**src/rtl/load_unit.sv**
```systemverilog
// load_unit: multi-cycle load path. It strobes MemRead for MEM_LATENCY cycles,
// captures MemData on the last of those cycles, and extracts a byte, halfword
// or word with zero or sign extension. Completion is signalled by a one-cycle
// done pulse. An illegal size select skips the memory access and pulses
// ld_error together with done.
module load_unit #(
  parameter int MEM_LATENCY = 2
) (
  input  logic        clk,
  input  logic        reset,
  input  logic        start,
  input  logic [1:0]  LoadControl,
  input  logic        sign_ext,
  input  logic [31:0] MemData,
  output logic        MemRead,
  output logic        busy,
  output logic        done,
  output logic        ld_error,
  output logic [31:0] saida
);

  typedef enum logic [1:0] {
    IDLE = 2'd0,
    READ = 2'd1,
    DONE = 2'd2,
    ERR  = 2'd3
  } state_t;

  // Counter value seen during the final READ cycle, i.e. on the capture edge.
  localparam logic [3:0] LAST_CNT = 4'(MEM_LATENCY - 1);

  state_t      state_reg;
  logic [3:0]  cnt_reg;
  logic [1:0]  lc_reg;
  logic        se_reg;
  logic [31:0] ext_value;

  // Extract and extend the returned word using only the request latched in IDLE.
  always_comb begin
    ext_value = MemData;
    case (lc_reg)
      2'd1:    ext_value = {{24{se_reg & MemData[7]}}, MemData[7:0]};
      2'd2:    ext_value = {{16{se_reg & MemData[15]}}, MemData[15:0]};
      default: ext_value = MemData;
    endcase
  end

  // Load sequencer. The outputs are registered alongside the state, so each
  // output already holds the value for the state being entered.
  always_ff @(posedge clk or posedge reset) begin
    if (reset) begin
      state_reg <= IDLE;
      cnt_reg   <= 4'd0;
      lc_reg    <= 2'd0;
      se_reg    <= 1'b0;
      MemRead   <= 1'b0;
      busy      <= 1'b0;
      done      <= 1'b0;
      ld_error  <= 1'b0;
      saida     <= 32'h0000_0000;
    end else begin
      case (state_reg)
        IDLE: begin
          done     <= 1'b0;
          ld_error <= 1'b0;
          if (start) begin
            lc_reg <= LoadControl;
            se_reg <= sign_ext;
            busy   <= 1'b1;
            if (LoadControl == 2'd0) begin
              // An illegal size never touches memory and leaves saida alone.
              state_reg <= ERR;
              done      <= 1'b1;
              ld_error  <= 1'b1;
            end else begin
              state_reg <= READ;
              cnt_reg   <= 4'd0;
              MemRead   <= 1'b1;
            end
          end
        end
        READ: begin
          cnt_reg <= cnt_reg + 4'd1;
          if (cnt_reg == LAST_CNT) begin
            saida     <= ext_value;
            state_reg <= DONE;
            MemRead   <= 1'b0;
            done      <= 1'b1;
          end
        end
        DONE: begin
          state_reg <= IDLE;
          done      <= 1'b0;
          busy      <= 1'b0;
        end
        ERR: begin
          state_reg <= IDLE;
          done      <= 1'b0;
          ld_error  <= 1'b0;
          busy      <= 1'b0;
        end
        default: begin
          state_reg <= IDLE;
          MemRead   <= 1'b0;
          busy      <= 1'b0;
          done      <= 1'b0;
          ld_error  <= 1'b0;
        end
      endcase
    end
  end

endmodule

```
**config.mk**
```make
export PLATFORM = sky130hd
export DESIGN_NAME = load_unit
export DESIGN_NICKNAME = d
export VERILOG_FILES = /design/src/rtl/load_unit.sv
export SDC_FILE = /design/constraint.sdc
export NUM_CORES = 1
export LEC_CHECK = 0
export CAP_MARGIN = 10
export CELL_PAD_IN_SITES_DETAIL_PLACEMENT = 0
export CELL_PAD_IN_SITES_GLOBAL_PLACEMENT = 1
export CORE_UTILIZATION = 34
export DETAILED_ROUTE_END_ITERATION = 10
export GPL_TIMING_DRIVEN = 0
export PLACE_DENSITY = 0.87
export SYNTH_ARGS = -nofsm -noshare
export SYNTH_HDL_FRONTEND = slang
export SYNTH_SLANG_ARGS = --single-unit
```
**constraint.sdc**
```tcl
create_clock -name clk -period 2.32 [get_ports clk]
set_clock_uncertainty 0.2 [all_clocks]
set_input_delay 0.232 -clock clk [delete_from_list [all_inputs] [get_ports clk]]
set_output_delay 0.232 -clock clk [all_outputs]
set_load 0.005 [all_outputs]
```
# ---- Word-level counts from Yosys, hierarchy flattened
# Index checks and enable logic that the tools add are counted.
dict set report op_classes {
  bitwise 2
  n_reduce_logical 12
  eq_ne 9
  shift 0
  n_mul 0
  order_cmp 0
  mux 19
  add_sub_neg 1
  n_div 0
}
# op n
set op_table {}
lappend op_table {{$pmux W32 S2} 1}
lappend op_table {{$mux W4} 2}
lappend op_table {{$pmux W4 S2} 1}
lappend op_table {{$reduce_and A2 Y1} 4}
lappend op_table {{$mux W1} 7}
lappend op_table {{$eq A2 B2 Y1 const B} 3}
lappend op_table {{$mux W2} 3}
lappend op_table {{$ne A2 B2 Y1 const B} 3}
lappend op_table {{$pmux W1 S2} 3}
lappend op_table {{$pmux W2 S3} 1}
lappend op_table {{$reduce_bool A2 Y1} 3}
lappend op_table {{$add A4 B1 Y4 const B} 1}
lappend op_table {{$eq A2 B1 Y1 const B} 2}
lappend op_table {{$eq A4 B1 Y1 const B} 1}
lappend op_table {{$logic_not A2 Y1} 2}
lappend op_table {{$reduce_and A4 Y1} 1}
lappend op_table {{$pmux W1 S3} 1}
lappend op_table {{$reduce_and A3 Y1} 1}
lappend op_table {{$and A1 B1 Y1} 2}
lappend op_table {{$reduce_or A2 Y1} 1}
dict set report word_totals {
  out_inout_bits 36
  in_bits 38
  word_cells 52
  memories 0
  mem_bits_ro 0
  latchBits 0
  mem_bits_rw 0
  ff_bits 45
}

# ---- Longest topological paths before layout
# Gate-level depths: netlist (run 1).
dict set report logic_depth {
  word_depth 4
  ltp_mapped 7
  depth_no_buf 5
}

# ---- Worst setup path after synthesis (run 1)
# No wires, ideal clock.
dict set report synth_timing {
  path_type {reg2reg}
  startpoint {reg state_reg[1]}
  endpoint {reg saida[0]}
  stages_incl_launch_ff 6
  t_required_ps 1995
  path_buffers 1
  slack_ps 561
  t_arrival_ps 1434
  setup_ps 125
  period_less_slack_ps 1759
  path_cell_list {dfrtp_1 inv_1 ha_1 and4bb_4 buf_6 mux2_2}
}
dict set report synth_between {
  elab_chain_cells 2
}
# element line_no
set synth_rtl {}
lappend synth_rtl {{start, declared} 32} ;# state_t state_reg;
lappend synth_rtl {{start signal, assigned} 52} ;# state_reg <= IDLE;
lappend synth_rtl {{start signal, assigned} 72} ;# state_reg <= ERR;
lappend synth_rtl {{start signal, assigned} 76} ;# state_reg <= READ;
lappend synth_rtl {{$eq A2 B1 Y1} 62} ;# case (state_reg)
lappend synth_rtl {{$reduce_and A2 Y1 (no source line)} --}
lappend synth_rtl {{end signal, assigned} 85} ;# saida <= ext_value;
lappend synth_rtl {{end, declared} 19} ;# output logic [31:0] saida
# No other way between the ends.
# A chain may end at the register's enable or synchronous reset.

# ---- Worst setup path in the final report (run 1)
dict set report layout_timing {
  startpoint {reg state_reg[1]}
  endpoint {reg state_reg[0]}
}
dict set report layout_between {
  elab_chain_cells 3
  word_cells_on_any_way 9
  cone_classes {eq/ne: 5; mux: 1; reduce/logical: 3}
}
# element line_no
set layout_rtl {}
lappend layout_rtl {{$eq A2 B2 Y1, or another cell as far along} 62}
lappend layout_rtl {{$reduce_or A2 Y1 (no source line) or $ne A2 B2 Y1 (tied branches)} --}
lappend layout_rtl {{$pmux W2 S3 or $reduce_and A2 Y1 (tied branches)} --}
# Several ways; a longest one is shown, not always the timed one.

==> results by group, run 1 <==
Synth
  • Post-Syn Area: 2110 µm²
  • Sequential-to-total area share from yosys stat: 53.3%
  • Syn avg cell area: 10.6 µm²
  • Top cells by count, synth: dfrtp_1 (45), nor2_1 (25), nand2_1 (20), a31oi_1 (19), a21oi_1 (17)
  • Netlist cell types: 36
  • Yosys reg bits: 45
  • Top-area cell type share of the netlist area: 53.3%
  • Synth top area cells: dfrtp_1 (53%), mux2_2 (6.4%), ha_1 (5.9%)
  • EDFF count, synth: 0
  • Async SR Flop Fraction: 100%
  • Mapped Nets: 248
  • Synth area leader: dfrtp_1
  • Most frequent cell after synthesis: dfrtp_1
  • Primary FF master, synth: dfrtp_1
  • Synth warnings: 0
  • Syn Inst Count: 200

Route
  • Iteration-0 DRC Markers: 87
  • Post-route ant nets: 0
  • Vias per cell: 4.85
  • Wirelength, routed: 4.76 mm
  • DRC viols: 0
  • Wire per inst: 13.3 µm
  • Vias: 1731
  • Detailed Routing Iterations Pass 1: 4

Power
  • P per Cell Area: 1270 nW/µm²
  • Tot Pwr: 3.89 mW
  • Cell internal pwr: 2.59 mW
  • P_leak: 1.30 nW
  • Share of power burned in registers: 35.0%
  • Max VDD drop: 582 µV
  • Power share of the combinational group: 49.4%
  • Net Sw Power: 1.30 mW
  • Sw Ratio: 33.5%
  • Clock share of power: 15.6%

Place
  • DP HPWL: 3.57 mm
  • RD Place Congestion: 0.823
  • I/O Buffers: 73

Critical path
  • RR Endpoint: state_reg[0]
  • CP startpoint: state_reg[1]
  • Cell family contributing the most delay on the critical path: flip-flops
  • Cells along the critical path: inv_1 > ha_1 > inv_1 > o21ai_0 > mux2_2
  • CP Class: reg2reg
  • Critical Path Max Stage Delay: 0.42 ns
  • R2R depth: 5
  • Critical path's most frequent cell: inv_1
  • Critical path peak fanout: 6
  • Reg-to-Reg Start: state_reg[1]
  • Slowest CP cell: dfrtp_1
  • Critical path capture point: state_reg[0]
  • WP data required: 2.30 ns
  • Critical path buffers and inverters: 2
  • Reg2reg setup slack: 0.34 ns
  • Startpoint types: flip-flop
  • Worst EP arrival: 1.96 ns
  • Levels on crit path: 5
  • Crit. End Element: flip-flop

GRT
  • GRT Residual Overflow: 0
  • Initial antenna violation count: 0
  • Largest net degree at the start of global routing: 29
  • Number of global-route vias before repair: 1733
  • Total track usage: 15.7%
  • First-pass GRT wire length: 7.78 mm

STA
  • Relative slew margins: 69.5%
  • RSZ-0062 raised after global routing: false
  • Final Hold Fails: 0
  • Max Clk Rate: 0.506 GHz
  • Final worst-path cycle share: 85.2%
  • Max Slew Vio Count: 0
  • Worst Hold Slack: 0.0328 ns
  • Final min period: 1.98 ns
  • Count of final setup violators: 0
  • Worst Tran Pin Value: 0.455 ns

Floorplan
  • Initial core utilization: 35.5%
  • # rows: 28
  • Die Ht: 80.8 µm
  • Io pins: 74
  • Chip Width: 80.8 µm
  • Die area: 6540 µm²
  • Core area: 5960 µm²

Clock network
  • CTS Buffer Depth: 2
  • CTS tree: yes
  • H-tree depth: 2
  • Clock transition at path regs: 0.08 ns
  • Clk Latency, worst-skew pair: 0.29 ns
  • Post-cts sizing count: 0
  • Post-CTS Setup Inserts: 0
  • Root Driver: clkbuf_8
  • Cts hold-fix bufs: 0
  • Total CTS buffers: 5
  • # clock sinks: 45

Cells and area
  • ANT cells: 0
  • Fill count: 590
  • Area Overhead vs Synth: 45.5%
  • Ratio of cells with drive above 1 in the final layout: 12.1%
  • Max FFs per register: 32
  • Nets@finish: 329

Run
  • Max cap viols: 0

Worst hold path
  • Min-delay worst type: in2async

Run status
  • Status: finished, final reports clean
[per-layer routing]
layer / part of all wire [%] / GRT usage (%) / wire length [µm] / vias to the layer above
li1: - / - / - / 859
met1: 46 / 19.2 / 2190 / 809
met2: 45 / 25.1 / 2150 / 57
met3: 7.6 / 5.73 / 364 / 6
met4: 1.2 / 6.07 / 59 / 0
met5: 0 / 0 / 0 / -
[power by group through the flow]
stage | registers [mW] | clock network, mW | logic (mW)
2_1_floorplan | 1.38 | 0 | 1.03
6_report | 1.36 | 0.609 | 1.92
3_3_place_gp | 1.37 | 0 | 1.90
4_1_cts | 1.37 | 0.634 | 1.95
3_5_place_dp | 1.38 | 0 | 1.94
5_1_grt | 1.41 | 0.668 | 2.15
[kinds of logic after synthesis]
logic type | after synthesis | share of synthesized area [%]
compound gates | 51 | 14.8
fa+ha+maj | 10 | 5.92
buf+inv | 19 | 5.45
flops | 45 | 53.3
mux | 13 | 6.87
simple gates | 62 | 13.7
[cell type report]
cell class	instances	area, µm²	share of cell area, %
multi-input combinational	136	872	28.4
sequential	45	1130	36.6
buffer	11	85.1	2.77
timing repair buffer	74	751	24.4
clock buffer	7	86.3	2.81
tap	75	93.8	3.05
inverter	8	30.0	0.977
clock inverter	1	30.0	0.977
[worst register-to-register path: cells and delay by family, from the launching register on]
kind,cells,cell delay [ns]
multiplexers,1,0.37
flip-flops,1,0.42
AO/OA/AOI/OAI,1,0.29
buffers and inverters,2,0.30
adder cells (fa/ha/maj),1,0.29
[layout by cell type, fill, tap and decap left out, types with 2 or more instances in the layout]
cell and count:
clkdlybuf4s50_1 73, dfrtp_1 45, nor2_1 25, nand2_1 20, a31oi_1 19, a21oi_1 17, mux2_2 12, ha_1 10
inv_1 7, clkbuf_8 6, buf_2 5, o21ai_0 5, buf_6 3, nand3_1 3, nand2b_1 3, or2_2 2
clkbuf_1 2, o31ai_1 2
[worst min path at each step]
stage                              start   endpoint  slack (ns)  cells after the start
after global routing               reset  saida[23]        0.08                      2
after CTS                          reset  saida[23]        0.05                      2
final                              reset  saida[23]        0.03                      2
after detailed placement        ld_error   ld_error        0.28                      2
after global placement          ld_error   ld_error        0.27                      2
after floorplan           LoadControl[0]  lc_reg[0]        0.18                      1
[metrics by stage]
step	setup slack (ns)	setup TNS [ns]	instances	utilization (%)	area, µm²
6_report	0.342	0	357	51.6	3070
5_1_grt	0.204	0	357	51.6	3070
4_1_cts	0.336	0	357	51.6	3070
3_5_place_dp	0.354	0	349	49.7	2960
3_3_place_gp	-0.160	-7.11	348	49.3	2940
2_1_floorplan	0.561	0	200	-	2110
Power figures use the tool's default switching activity.
==> run 2: changes to the inputs <==
--- a/config.mk
+++ b/config.mk
@@ -11,6 +11,7 @@
 export CORE_UTILIZATION = 34
 export DETAILED_ROUTE_END_ITERATION = 10
 export GPL_TIMING_DRIVEN = 0
+export HOLD_SLACK_MARGIN = 0.08
 export PLACE_DENSITY = 0.87
 export SYNTH_ARGS = -nofsm -noshare
 export SYNTH_HDL_FRONTEND = slang
==> results by group, run 2 (synthesis results as in run 1) <==
Critical path
  • Reg-to-Reg Start: state_reg[1]
  • Startpoint types: flip-flop
  • Critical path's most frequent cell: inv_1
  • Critical Path Max Stage Delay: 0.42 ns (about the same)
  • Reg2reg setup slack: 0.34 ns (about the same)
  • RR Endpoint: state_reg[0]
  • Worst EP arrival: 1.96 ns (about the same)
  • CP startpoint: state_reg[1]
  • Crit. End Element: flip-flop
  • Cells along the critical path: inv_1 > ha_1 > inv_1 > o21ai_0 > mux2_2
  • Critical path peak fanout: 6 (unchanged)
  • Critical path capture point: state_reg[0]
  • Slowest CP cell: dfrtp_1
  • R2R depth: 5 (unchanged)
  • CP Class: reg2reg
  • WP data required: 2.30 ns (about the same)

STA
  • Final min period: 1.98 ns (+0.0000720 ns)
  • Worst Tran Pin Value: 0.455 ns (-0.000312 ns)
  • Max Clk Rate: 0.506 GHz (about the same)
  • RSZ-0062 raised after global routing: false
  • Relative slew margins: 69.6% (about the same)
  • Final worst-path cycle share: 85.2% (about the same)
  • Max Slew Vio Count: 0 (unchanged)
  • Final Hold Fails: 0 (unchanged)
  • Count of final setup violators: 0 (unchanged)

Clock network
  • Clk Latency, worst-skew pair: 0.30 ns (about the same)
  • Total CTS buffers: 5 (unchanged)
  • Clock transition at path regs: 0.08 ns (about the same)
  • H-tree depth: 2 (unchanged)
  • Post-cts sizing count: 0 (unchanged)
  • Root Driver: clkbuf_8
  • # clock sinks: 45 (unchanged)
  • CTS Buffer Depth: 2 (unchanged)
  • Post-CTS Setup Inserts: 0 (unchanged)
  • CTS tree: yes

Cells and area
  • Most frequent cells in the layout: clkdlybuf4s50_1 (73), dfrtp_1 (45), nor2_1 (25), nand2_1 (20), a31oi_1 (19)
  • Area Overhead vs Synth: 45.9%
  • Nets@finish: 330 (+0.30%)
  • ANT cells: 0 (unchanged)
  • Design area: 3080 µm² (+0.33%)
  • Commonest non-fill, non-tap cell in the layout: clkdlybuf4s50_1
  • FF/Latch Area: 1130 µm² (unchanged)
  • Multi-input logic area: 872 µm² (unchanged)
  • Ratio of cells with drive above 1 in the final layout: 12.0% (-0.043 points)
  • Fill count: 591 (+0.17%)
  • Max FFs per register: 32 (unchanged)

Route
  • Top Metal Used: met4
  • Detailed Routing Iterations Pass 1: 4 (unchanged)
  • Vias per cell: 4.84 (-0.16%)
  • Vias: 1733 (+0.12%)
  • Post-route ant nets: 0 (unchanged)
  • Met2 wire length: 2.17 mm (+0.79%)
  • Met1 WL: 2.20 mm (+0.32%)
  • Iteration-0 DRC Markers: 87 (unchanged)
  • Metal3 WL: 359 µm (-1.4%)
  • Wire per inst: 13.4 µm (+0.14%)
  • DRC viols: 0 (unchanged)
  • Wirelength, routed: 4.78 mm (+0.42%)

Power
  • Max VDD drop: 582 µV (about the same)
  • P_leak: 1.31 nW (+0.32%)
  • P per Cell Area: 1260 nW/µm² (-0.20%)
  • Tot Pwr: 3.90 mW (+0.12%)

Floorplan
  • Io pins: 74 (unchanged)
  • Die area: 6540 µm² (unchanged)
  • Initial core utilization: 35.5% (unchanged)
  • # rows: 28 (unchanged)
  • Core area: 5960 µm² (unchanged)
  • Die Ht: 80.8 µm (unchanged)
  • Chip Width: 80.8 µm (unchanged)

GRT
  • Largest net degree at the start of global routing: 29 (unchanged)
  • Initial antenna violation count: 0 (unchanged)
  • First-pass GRT wire length: 7.78 mm (unchanged)
  • Total track usage: 15.7% (unchanged)
  • GRT Residual Overflow: 0 (unchanged)
  • Number of global-route vias before repair: 1733 (unchanged)

Place
  • RD Place Congestion: 0.823 (unchanged)
  • DP HPWL: 3.57 mm (unchanged)
  • Dpl cell area: 2960 µm² (unchanged)
  • I/O Buffers: 73 (unchanged)

Run status
  • Status: finished, final reports clean

Run
  • Max cap viols: 0 (unchanged)

Worst hold path
  • Min-delay worst type: in2reg
## run 2: cell types whose count changed in the layout (fill, tap and decap cells not counted)
| cell | change |
|---|---|
| dlygate4sd3_1 | +1 |
## run 2: power breakdown
part	leakage (nW)	total, mW	internal, mW	switching [mW]
registers	0.517	1.36	1.15	0.213
clock network	0.0585	0.610	0.351	0.259
logic	0.734	1.93	1.09	0.835
## run 2: critical path, delay by kind of cell, from the launching register on
kind / cells / cell delay, ns
fa+ha+maj: 1 / 0.29
flops: 1 / 0.42
mux: 1 / 0.37
buf+inv: 2 / 0.29
compound gates: 1 / 0.29
## run 2: timing repair
action                     CTS  global route
hold buffers                 1             0
hold endpoints to repair    17             0
setup endpoints to repair    0             0
## run 2: worst min-delay path by stage
stage                     slack (ns)         to           start  cells past startpoint
after detailed placement        0.28   ld_error        ld_error                      2
after floorplan                 0.18  lc_reg[0]  LoadControl[0]                      1
after global placement          0.27   ld_error        ld_error                      2
after CTS                       0.28  saida[30]     MemData[30]                      3
final                           0.29  saida[30]     MemData[30]                      3
after global routing            0.29  saida[28]     MemData[28]                      3
## run 2: routing by layer
metal,global-route usage (%),vias up
li1,-,861
met1,19.2,811
met4,6.07,0
met5,0,-
met2,25.1,55
met3,5.73,6
## run 2: metrics by stage
stage / TNS, ns / setup WS (ns) / std cells / hold slack, ns / util (%)
after global routing: 0 / 0.204 / 358 / 0.291 / 51.8
after floorplan: 0 / 0.561 / 200 / 0.182 / -
after detailed placement: 0 / 0.354 / 349 / 0.276 / 49.7
after global placement: -7.11 / -0.160 / 348 / 0.274 / 49.3
after CTS: 0 / 0.336 / 358 / 0.283 / 51.8
final: 0 / 0.342 / 358 / 0.291 / 51.8
## run 2: area by class of cell
class                           count  share of cell area [%]
Inverter                            8                   0.974
Clock buffer                        7                    2.80
Multi-Input combinational cell    136                    28.3
Clock inverter                      1                   0.974
Sequential cell                    45                    36.5
Buffer                             11                    2.76
Tap cell                           75                    3.04
Timing Repair Buffer               75                    24.7
